`src/rtl/axi4_lite_master_arbiter.sv`:
```
// axi4_lite_master_arbiter: round-robin sharing of one AXI4-Lite master port between two single-beat requesters
//   iCLK/iRST          : clock, asynchronous active-high reset
//   req_* / rsp_*      : per-requester command accept and completion pulses, shared response data
//   m_AW*/m_W*/m_B*    : AXI4-Lite write channels, one transaction at a time
//   m_AR*/m_R*         : AXI4-Lite read channels
module axi4_lite_master_arbiter #(
  parameter int ADDR_WIDTH = 32,
  parameter int DATA_WIDTH = 32,
  parameter logic [2:0] PROT = 3'b000
) (
  input  logic                        iCLK,
  input  logic                        iRST,
  input  logic [1:0]                  req_VALID,
  input  logic [1:0]                  req_WRITE,
  input  logic [2*ADDR_WIDTH-1:0]     req_ADDR,
  input  logic [2*DATA_WIDTH-1:0]     req_WDATA,
  input  logic [2*(DATA_WIDTH/8)-1:0] req_WSTRB,
  output logic [1:0]                  req_READY,
  output logic [1:0]                  rsp_VALID,
  output logic [DATA_WIDTH-1:0]       rsp_RDATA,
  output logic [1:0]                  rsp_RESP,
  output logic [ADDR_WIDTH-1:0]       m_AWADDR,
  output logic [2:0]                  m_AWPROT,
  output logic                        m_AWVALID,
  input  logic                        m_AWREADY,
  output logic [DATA_WIDTH-1:0]       m_WDATA,
  output logic [DATA_WIDTH/8-1:0]     m_WSTRB,
  output logic                        m_WVALID,
  input  logic                        m_WREADY,
  input  logic                        m_BVALID,
  input  logic [1:0]                  m_BRESP,
  output logic                        m_BREADY,
  output logic [ADDR_WIDTH-1:0]       m_ARADDR,
  output logic [2:0]                  m_ARPROT,
  output logic                        m_ARVALID,
  input  logic                        m_ARREADY,
  input  logic                        m_RVALID,
  input  logic [1:0]                  m_RRESP,
  input  logic [DATA_WIDTH-1:0]       m_RDATA,
  output logic                        m_RREADY
);
  localparam int SW = DATA_WIDTH/8;
  typedef enum logic [2:0] {IDLE, WR_ADDR_DATA, WR_RESP, RD_ADDR, RD_DATA} state_t;
  state_t state_q, state_d;
  logic owner_q, owner_d, last_grant_q, last_grant_d;
  logic aw_done_q, aw_done_d, w_done_q, w_done_d;
  logic [ADDR_WIDTH-1:0] addr_q, addr_d;
  logic [DATA_WIDTH-1:0] wdata_q, wdata_d, rdata_q, rdata_d;
  logic [SW-1:0] wstrb_q, wstrb_d;
  logic [1:0] resp_q, resp_d, rsp_valid_q, rsp_valid_d;
  logic grant, accept;
  // on a tie the requester that did not win last time is chosen
  assign grant  = (&req_VALID) ? ~last_grant_q : req_VALID[1];
  assign accept = (state_q == IDLE) && (|req_VALID);
  assign req_READY = (accept && !iRST) ? (grant ? 2'b10 : 2'b01) : 2'b00;
  assign m_AWVALID = (state_q == WR_ADDR_DATA) && !aw_done_q;
  assign m_WVALID  = (state_q == WR_ADDR_DATA) && !w_done_q;
  assign m_BREADY  = (state_q == WR_RESP);
  assign m_ARVALID = (state_q == RD_ADDR);
  assign m_RREADY  = (state_q == RD_DATA);
  assign m_AWADDR  = addr_q;
  assign m_ARADDR  = addr_q;
  assign m_WDATA   = wdata_q;
  assign m_WSTRB   = wstrb_q;
  assign m_AWPROT  = PROT;
  assign m_ARPROT  = PROT;
  assign rsp_VALID = rsp_valid_q;
  assign rsp_RDATA = rdata_q;
  assign rsp_RESP  = resp_q;
  always_comb begin
    state_d      = state_q;
    owner_d      = owner_q;
    last_grant_d = last_grant_q;
    addr_d       = addr_q;
    wdata_d      = wdata_q;
    wstrb_d      = wstrb_q;
    rdata_d      = rdata_q;
    resp_d       = resp_q;
    rsp_valid_d  = 2'b00;
    aw_done_d    = aw_done_q | (m_AWVALID & m_AWREADY);
    w_done_d     = w_done_q | (m_WVALID & m_WREADY);
    unique case (state_q)
      IDLE: if (accept) begin
        owner_d      = grant;
        last_grant_d = grant;
        addr_d       = grant ? req_ADDR[ADDR_WIDTH +: ADDR_WIDTH] : req_ADDR[0 +: ADDR_WIDTH];
        wdata_d      = grant ? req_WDATA[DATA_WIDTH +: DATA_WIDTH] : req_WDATA[0 +: DATA_WIDTH];
        wstrb_d      = grant ? req_WSTRB[SW +: SW] : req_WSTRB[0 +: SW];
        aw_done_d    = 1'b0;
        w_done_d     = 1'b0;
        state_d      = req_WRITE[grant] ? WR_ADDR_DATA : RD_ADDR;
      end
      WR_ADDR_DATA: state_d = (aw_done_d && w_done_d) ? WR_RESP : WR_ADDR_DATA;
      WR_RESP: if (m_BVALID) begin
        resp_d      = m_BRESP;
        rsp_valid_d = owner_q ? 2'b10 : 2'b01;
        state_d     = IDLE;
      end
      RD_ADDR: state_d = m_ARREADY ? RD_DATA : RD_ADDR;
      RD_DATA: if (m_RVALID) begin
        rdata_d     = m_RDATA;
        resp_d      = m_RRESP;
        rsp_valid_d = owner_q ? 2'b10 : 2'b01;
        state_d     = IDLE;
      end
      default: state_d = IDLE;
    endcase
  end
  always_ff @(posedge iCLK or posedge iRST) begin
    if (iRST) begin
      state_q      <= IDLE;
      owner_q      <= 1'b0;
      last_grant_q <= 1'b1;
      aw_done_q    <= 1'b0;
      w_done_q     <= 1'b0;
      addr_q       <= '0;
      wdata_q      <= '0;
      wstrb_q      <= '0;
      rdata_q      <= '0;
      resp_q       <= '0;
      rsp_valid_q  <= '0;
    end else begin
      state_q      <= state_d;
      owner_q      <= owner_d;
      last_grant_q <= last_grant_d;
      aw_done_q    <= aw_done_d;
      w_done_q     <= w_done_d;
      addr_q       <= addr_d;
      wdata_q      <= wdata_d;
      wstrb_q      <= wstrb_d;
      rdata_q      <= rdata_d;
      resp_q       <= resp_d;
      rsp_valid_q  <= rsp_valid_d;
    end
  end
endmodule

```
`config.mk`:
```
export PLATFORM = sky130hd
export DESIGN_NAME = axi4_lite_master_arbiter
export DESIGN_NICKNAME = d
export VERILOG_FILES = /design/src/rtl/axi4_lite_master_arbiter.sv
export SDC_FILE = /design/constraint.sdc
export NUM_CORES = 1
export LEC_CHECK = 0
export CAP_MARGIN = 25
export CELL_PAD_IN_SITES_DETAIL_PLACEMENT = 0
export CELL_PAD_IN_SITES_GLOBAL_PLACEMENT = 2
export CORE_MARGIN = 2
export CORE_UTILIZATION = 24
export DETAILED_ROUTE_END_ITERATION = 6
export MAX_ROUTING_LAYER = met4
export PLACE_DENSITY = 0.83
export SLEW_MARGIN = 10
export SYNTH_ARGS = -nofsm -noshare
export SYNTH_HDL_FRONTEND = slang
export SYNTH_SLANG_ARGS = --single-unit
```
`constraint.sdc`:
```
create_clock -name iCLK -period 3.6 [get_ports iCLK]
set_input_delay 0.36 -clock iCLK [delete_from_list [all_inputs] [get_ports iCLK]]
set_output_delay 0.36 -clock iCLK [all_outputs]
set_load 0.01 [all_outputs]
```
### Yosys cells after proc, flatten, opt, wreduce, memory -nomap -nowiden

Cells that the tools add are included.

* register bits after elaboration: 111
* output and inout bits: 149
* word-level logic and storage cells: 66

* magnitude comparators: 1
* equal/unequal tests: 7
* mux-type cells: 26
* bitwise operators: 5
* reductions and logical operators: 16

Operators by type and width (count)
* two-way mux 32 bit: 2
* two-way mux 2 bit: 9
* case mux 3 bit (5 select lines): 1
* two-way mux 3 bit: 4
* case mux 2 bit (2 select lines): 2
* two-way mux 1 bit: 7
* == test 3 x 2 -> 1 bit (second input constant): 2
* inequality test 2 bit (second input constant): 3
* AND reduction 2 bit: 3
* AND reduction 3 bit: 2
* logical AND 1 bit: 5
* two-way mux 4 bit: 1
* == test 3 x 1 -> 1 bit (second input constant): 1
* == test 3 bit (second input constant): 1
* logical NOT 1 bit: 3
* logical NOT 3 bit: 1
* AND 1 bit: 2
* < comparator 1 x 2 -> 1 bit (second input constant): 1
* bitwise OR 1 bit: 2
* nonzero test 2 bit: 1
* OR reduction 2 bit: 1
* NOT 1 bit: 1

### Longest topological paths before layout

Gate-level depths: netlist of the first run.

* depth after elaboration: 7
* gate-level depth with buffers: 6
* depth with buffers taken out: 5

### Worst setup path before layout of the first run

OpenSTA, ideal clock, no wires.

* path type: flip-flop to output port
* start point: register state_q[0]
* end point: output port req_READY[0]
* arrival time: 1412 ps
* required time: 3240 ps
* slack: 1828 ps
* stages on the path, launching flop included: 7
* path buffers: 3
* path through: dfrtp_1 > buf_6 > nor3_4 > nor2b_4 > buf_12 > buf_12 > nor3b_2

* cells in the longest elaborated chain, start to end: 4

Ends and longest elaborated chain
* from (decl): RTL line 44 `state_t state_q, state_d;`
* from (signal assigned): RTL line 123 `state_q <= state_d;`
* logical NOT 3 bit: RTL line 54 `assign accept = (state_q == IDLE) && (|req_VALID);`
* logical AND 1 bit: RTL line 54
* logical AND 1 bit: RTL line 55 `assign req_READY = (accept && !iRST) ? (grant ? 2'b10 : 2'b01) : 2'b00;`
* two-way mux 2 bit: RTL line 55
* to (decl): RTL line 18 `output logic [1:0] req_READY,`

No other way between the ends.

### Worst setup path after layout of the first run

* start point: register state_q[1]
* end point: output port req_READY[0]

Same word-level chain as after synthesis.

==> summary.txt, run 1 <==
STA
  • Slew headroom: 56.9%
  • Hold violation total from the final report: 0
  • Total setup violations reported at the end of the flow: 0
  • Minimum clock period after layout: 2.59 ns
  • Final setup TNS: 0 ns
  • Final count of pins violating max slew: 0
  • Clock skew after layout: 0.0145 ns
  • Final worst-path cycle share: 72.0%
  • Worst slew pin tran: 0.646 ns
  • RSZ-0062 raised after global routing: no
  • FMAX: 386 MHz

Global route
  • Pin count of the biggest net entering global routing: 70
  • Gr usage total: 13.1%
  • Initial antenna violation count: 0
  • First-pass GRT wire length: 25500 um
  • Total global routing overflow: 0
  • Via count of the first global-routing pass: 4378

Status
  • Result of the run: complete, no violations

Synth
  • Cell types with the largest area share after synthesis: sky130_fd_sc_hd__dfrtp_1, sky130_fd_sc_hd__mux2_2, sky130_fd_sc_hd__mux2_4
  • Area share of the largest cell type after synthesis: 47.2%
  • Mean area per synthesized cell: 14.8 sq um
  • Number of warning messages in the yosys log: 0
  • Number of register bits inferred by synthesis: 111
  • Unique masters post-synth: 33
  • Fraction of the yosys area taken by sequential cells: 47.7%
  • Dominant cell type by area after synthesis: sky130_fd_sc_hd__dfrtp_1
  • Post-Synthesis Cells: 393
  • Mapped Area: 5830 sq um

Die
  • Horizontal die dimension: 160 um
  • Core area: 24100 sq um
  • Starting density of the core: 24.2%
  • Floorplan die area: 25500 sq um
  • Top Ports: 332
  • Row count: 57
  • Die Y: 160 um

Setup path
  • End of the worst register-to-register path: m_ARADDR[22]
  • Slack of the worst reg-to-reg path: 1.46 ns
  • Critical path launch point type: flip-flop
  • Depth of the worst register-to-register path: 4
  • Highest net fanout along the worst path: 14
  • Type of element capturing the critical path: primary output
  • Worst R2R Start: state_q[1]
  • Worst setup path end: req_READY[0]
  • Data required time of the critical path: 3.24 ns
  • Critical path data arrival time: 2.23 ns
  • Type of the worst setup path: reg2out
  • Critical path startpoint: state_q[1]

Layout
  • Most used cells in the layout excluding fill and tap cells: sky130_fd_sc_hd__clkdlybuf4s50_1, sky130_fd_sc_hd__dfrtp_1, sky130_fd_sc_hd__mux2_2
  • Area Growth Syn to Fin: 60.8%
  • Count of nets after finishing: 863
  • Leading cell type in the layout, fill and taps excluded: sky130_fd_sc_hd__clkdlybuf4s50_1
  • Final core utilization: 38.9%
  • Layout fillers: 2368
  • Diodes inserted: 0
  • Share of layout cells above drive strength 1: 29.2%

Worst hold path
  • Kind of path behind the tightest hold check: in2async

Place
  • Final estimated routing congestion in global placement: 0.709
  • IO Port Bufs: 325
  • HPWL after DPL: 12000 um

Routing
  • DRT Pass-1 Iters: 4
  • Vias post-DR: 4061
  • Detailed-route DRC error count: 0
  • Final antenna-violating net count: 0
  • Total wire length: 16300 um
  • Number of DRC markers in iteration 0: 142
  • Vias/cell: 4.02
  • Routed length per instance: 16.1 um

Clock network
  • Setup bufs post-CTS: 0
  • Clock transition time at the flip-flop clock pins of the worst setup and hold paths: 0.07 ns
  • H-tree depth: 3
  • CTS tree: yes
  • Num CTS Buffers: 9
  • Number of hold buffers added after CTS: 0
  • TritonCTS sink count: 111
  • Clock Root Buffer: sky130_fd_sc_hd__clkbuf_16
  • Buffer levels on the longest clock path: 2
  • Gates resized, CTS repair: 0
  • Worst skew pair latency: 0.36 ns

Job
  • Maximum Capacitance Violations: 0

Pwr
  • Peak supply drop: 0.000405 V
  • Total Power Consumption: 7.36 mW
  • Power per Cell Area: 786 nW/um^2
  • Leakage power total: 3.87 nW
==> worst max-delay path, stage by stage, from the launching register on <==
cell and delay (ns):
sky130_fd_sc_hd__dfrtp_1 0.54, sky130_fd_sc_hd__nor3_4 0.35, sky130_fd_sc_hd__nor2b_4 0.24, sky130_fd_sc_hd__nor3b_2 0.18
sky130_fd_sc_hd__clkdlybuf4s50_1 0.57
==> cell usage after synthesis, drive strengths merged <==
library cell	instances
o22ai	1
and3b	1
mux2i	1
o211ai	1
nand2	5
and2	3
dfrtp	110
dfstp	1
o21ai	5
and3	1
nor3b	2
a21boi	1
nor3	3
a2bb2oi	1
o221ai	1
nor2	4
conb	1
nand2b	1
mux2	173
inv	5
buf	60
a21oi	6
nand3b	2
a221oi	1
o31ai	2
nor2b	1
==> cells by family after synthesis <==
| kind of cell | after synthesis | share of synthesized area (%) |
|---|---|---|
| AND/OR/NAND/NOR | 23 | 2.55 |
| AO/OA/AOI/OAI | 19 | 2.08 |
| multiplexers | 174 | 38.0 |
| flip-flops | 111 | 47.7 |
| other | 1 | 0.0643 |
| buffers and inverters | 65 | 9.64 |
==> through the flow <==
stage	instances	hold slack (ns)	worst slack (ns)	instance area [sq um]
after global routing	1009	0.474	0.880	9370
after global placement	993	0.470	1.04	9050
after floorplan	398	0.454	0.311	5850
final	1009	0.440	1.01	9370
after detailed placement	993	0.475	1.05	9050
after CTS	1009	0.440	0.979	9370
==> report_power, final <==
group	leakage, nW	switching (mW)	internal (mW)
clock	0.152	0.517	0.559
combinational	2.38	1.36	2.60
sequential	1.34	0.456	1.87
total	3.87	2.34	5.03
==> cell type report <==
cell class,instances,area (sq um),area share [%]
flip-flops and latches,111,2780,29.7
clock buffers,9,225,2.40
inverters,5,21.3,0.227
repair buffers,331,3340,35.6
clock inverters,7,88.8,0.948
well taps,324,405,4.33
multi-input cells,222,2510,26.8
==> worst min path at each step <==
stage	from	end	slack (ns)	cells after the start
after floorplan	owner_q	rsp_VALID[1]	0.45	1
after global placement	rsp_RDATA[23]	rsp_RDATA[23]	0.47	1
after detailed placement	owner_q	rsp_VALID[1]	0.47	1
after CTS	iRST	m_WDATA[0]	0.44	2
after global routing	iRST	m_WDATA[7]	0.47	2
final	iRST	m_WDATA[2]	0.44	2
==> flip-flops by register name, indices dropped and copies added (netlist names) <==
| signal | flops |
|---|---|
| m_ARADDR | 32 |
| rsp_RESP | 2 |
| last_grant_q | 1 |
| m_WSTRB | 4 |
| aw_done_q | 1 |
| w_done_q | 1 |
| rsp_RDATA | 32 |
| state_q | 3 |
| rsp_VALID | 2 |
| owner_q | 1 |
| m_WDATA | 32 |
==> per-layer routing <==
layer	track usage, %	part of all wire [%]
met5	-	0
met4	4.59	1.9
met3	2.68	5.8
met2	20.3	47
met1	16.9	45
Power figures use the tool's default switching activity.
==> run 2, diff against run 1 <==
==> constraint.sdc (replaced) <==
create_clock -name iCLK -period 2.5 [get_ports iCLK]
set_input_delay 0.25 -clock iCLK [delete_from_list [all_inputs] [get_ports iCLK]]
set_output_delay 0.25 -clock iCLK [all_outputs]
set_load 0.01 [all_outputs]
==> run 2 against run 1 <==
Net effect: global-route usage barely moved; cell count rose by 0.40%; clock-buffer cell count did not move; largest cell class unchanged.
==> summary.txt, run 2 (synthesis gave the netlist of run 1 again) <==
Setup path
  • Depth of the worst register-to-register path: 4
  • Highest net fanout along the worst path: 5
  • Data required time of the critical path: 2.25 ns
  • Type of element capturing the critical path: primary output
  • Chain of cells forming the critical path: nor3_4 -> nor2b_4 -> nor3b_2 -> clkdlybuf4s50_1
  • Critical path startpoint: state_q[0]
  • Delay-heaviest family, CP: simple AND/OR/NAND/NOR gates
  • Type of the worst setup path: reg2out
  • Library cell contributing the largest single delay on the critical path: sky130_fd_sc_hd__clkdlybuf4s50_1
  • Critical path launch point type: flip-flop
  • End of the worst register-to-register path: m_ARADDR[9]
  • Critical path data arrival time: 2.03 ns
  • WP buf/inv: 1
  • Maximum single-stage delay on the critical path: 0.56 ns
  • Worst R2R Start: state_q[0]
  • Slack of the worst reg-to-reg path: 0.62 ns

Layout
  • Diodes inserted: 0
  • Area of all placed cells without fillers: 9450 sq um
  • Most used cells in the layout excluding fill and tap cells: sky130_fd_sc_hd__clkdlybuf4s50_1, sky130_fd_sc_hd__dfrtp_1, sky130_fd_sc_hd__mux2_2
  • Area Growth Syn to Fin: 62.2%
  • Count of nets after finishing: 867
  • Leading cell type in the layout, fill and taps excluded: sky130_fd_sc_hd__clkdlybuf4s50_1
  • Final core utilization: 39.2%
  • Share of layout cells above drive strength 1: 29.6%
  • Layout fillers: 2351

Die
  • Starting density of the core: 24.2%
  • Horizontal die dimension: 160 um
  • Row count: 57
  • Die Y: 160 um
  • Floorplan die area: 25500 sq um
  • Top Ports: 332
  • Core area: 24100 sq um

Pwr
  • Peak supply drop: 0.000564 V
  • Leakage power total: 3.90 nW
  • Total Power Consumption: 10.7 mW
  • Power per Cell Area: 1140 nW/um^2

STA
  • Hold violation total from the final report: 0
  • Final count of pins violating max slew: 0
  • RSZ-0062 raised after global routing: no
  • Clock skew after layout: 0.0126 ns
  • Final setup TNS: 0 ns
  • Total setup violations reported at the end of the flow: 0
  • Final worst-path cycle share: 91.3%
  • FMAX: 438 MHz
  • Minimum clock period after layout: 2.28 ns

Clock network
  • Number of hold buffers added after CTS: 0
  • Buffer levels on the longest clock path: 2
  • Num CTS Buffers: 9
  • TritonCTS sink count: 111
  • Gates resized, CTS repair: 0
  • H-tree depth: 3
  • Clock Root Buffer: sky130_fd_sc_hd__clkbuf_16
  • Worst skew pair latency: 0.35 ns
  • Setup bufs post-CTS: 0
  • CTS tree: yes
  • Clock transition time at the flip-flop clock pins of the worst setup and hold paths: 0.08 ns

Routing
  • Vias post-DR: 4113
  • Routed length per instance: 16.0 um
  • DRT Pass-1 Iters: 4
  • Number of DRC markers in iteration 0: 129
  • Total wire length: 16300 um
  • Vias/cell: 4.06
  • Detailed-route DRC error count: 0
  • Final antenna-violating net count: 0

Global route
  • Gr usage total: 13.0%
  • Total global routing overflow: 0
  • Initial antenna violation count: 0
  • Pin count of the biggest net entering global routing: 60
  • Via count of the first global-routing pass: 4479
  • First-pass GRT wire length: 25400 um

Job
  • Maximum Capacitance Violations: 0

Place
  • Final estimated routing congestion in global placement: 0.745
  • HPWL after DPL: 12200 um
  • IO Port Bufs: 325
  • Placed standard-cell area: 9110 sq um

Status
  • Result of the run: complete, no violations

Worst hold path
  • Kind of path behind the tightest hold check: in2async
## run 2: how the worst max path moves through the flow
stage	endpoint	slack [ns]	cells after the start
global placement	req_READY[0]	0.25	5
detailed placement	req_READY[0]	0.24	5
floorplan	req_READY[0]	0.84	6
finish	req_READY[0]	0.22	4
CTS	req_READY[0]	0.16	4
global route	req_READY[0]	0.08	4
## run 2: report_power, final
part,internal (mW),switching (mW),total [mW],leakage (nW)
sequential,2.69,0.602,3.29,1.34
clock,0.907,0.757,1.66,0.163
combinational,3.78,2.00,5.79,2.40
## run 2: layer usage
layer  track usage (%)  routed length (um)  vias to the layer above
li1                  -                   -                     1924
met5                 -                   0                        -
met1              15.1                6850                     1999
met2              22.7                8240                      181
met3              3.19                1030                        9
met4              3.19                 145                        0
## run 2: final cells by class
type	instances	area [sq um]	share of cell area, %
multi-input combinational	222	2510	26.6
clock inverter	7	115	1.22
tap	324	405	4.29
timing repair buffer	335	3390	35.9
sequential	111	2780	29.4
clock buffer	9	225	2.38
inverter	5	22.5	0.238
## run 2: metrics by stage
stage | hold WS, ns | cells | setup WS (ns)
finish | 0.324 | 1013 | 0.217
CTS | 0.323 | 1013 | 0.158
detailed placement | 0.473 | 997 | 0.237
global placement | 0.471 | 997 | 0.250
global route | 0.352 | 1013 | 0.0755
floorplan | 0.357 | 398 | 0.838
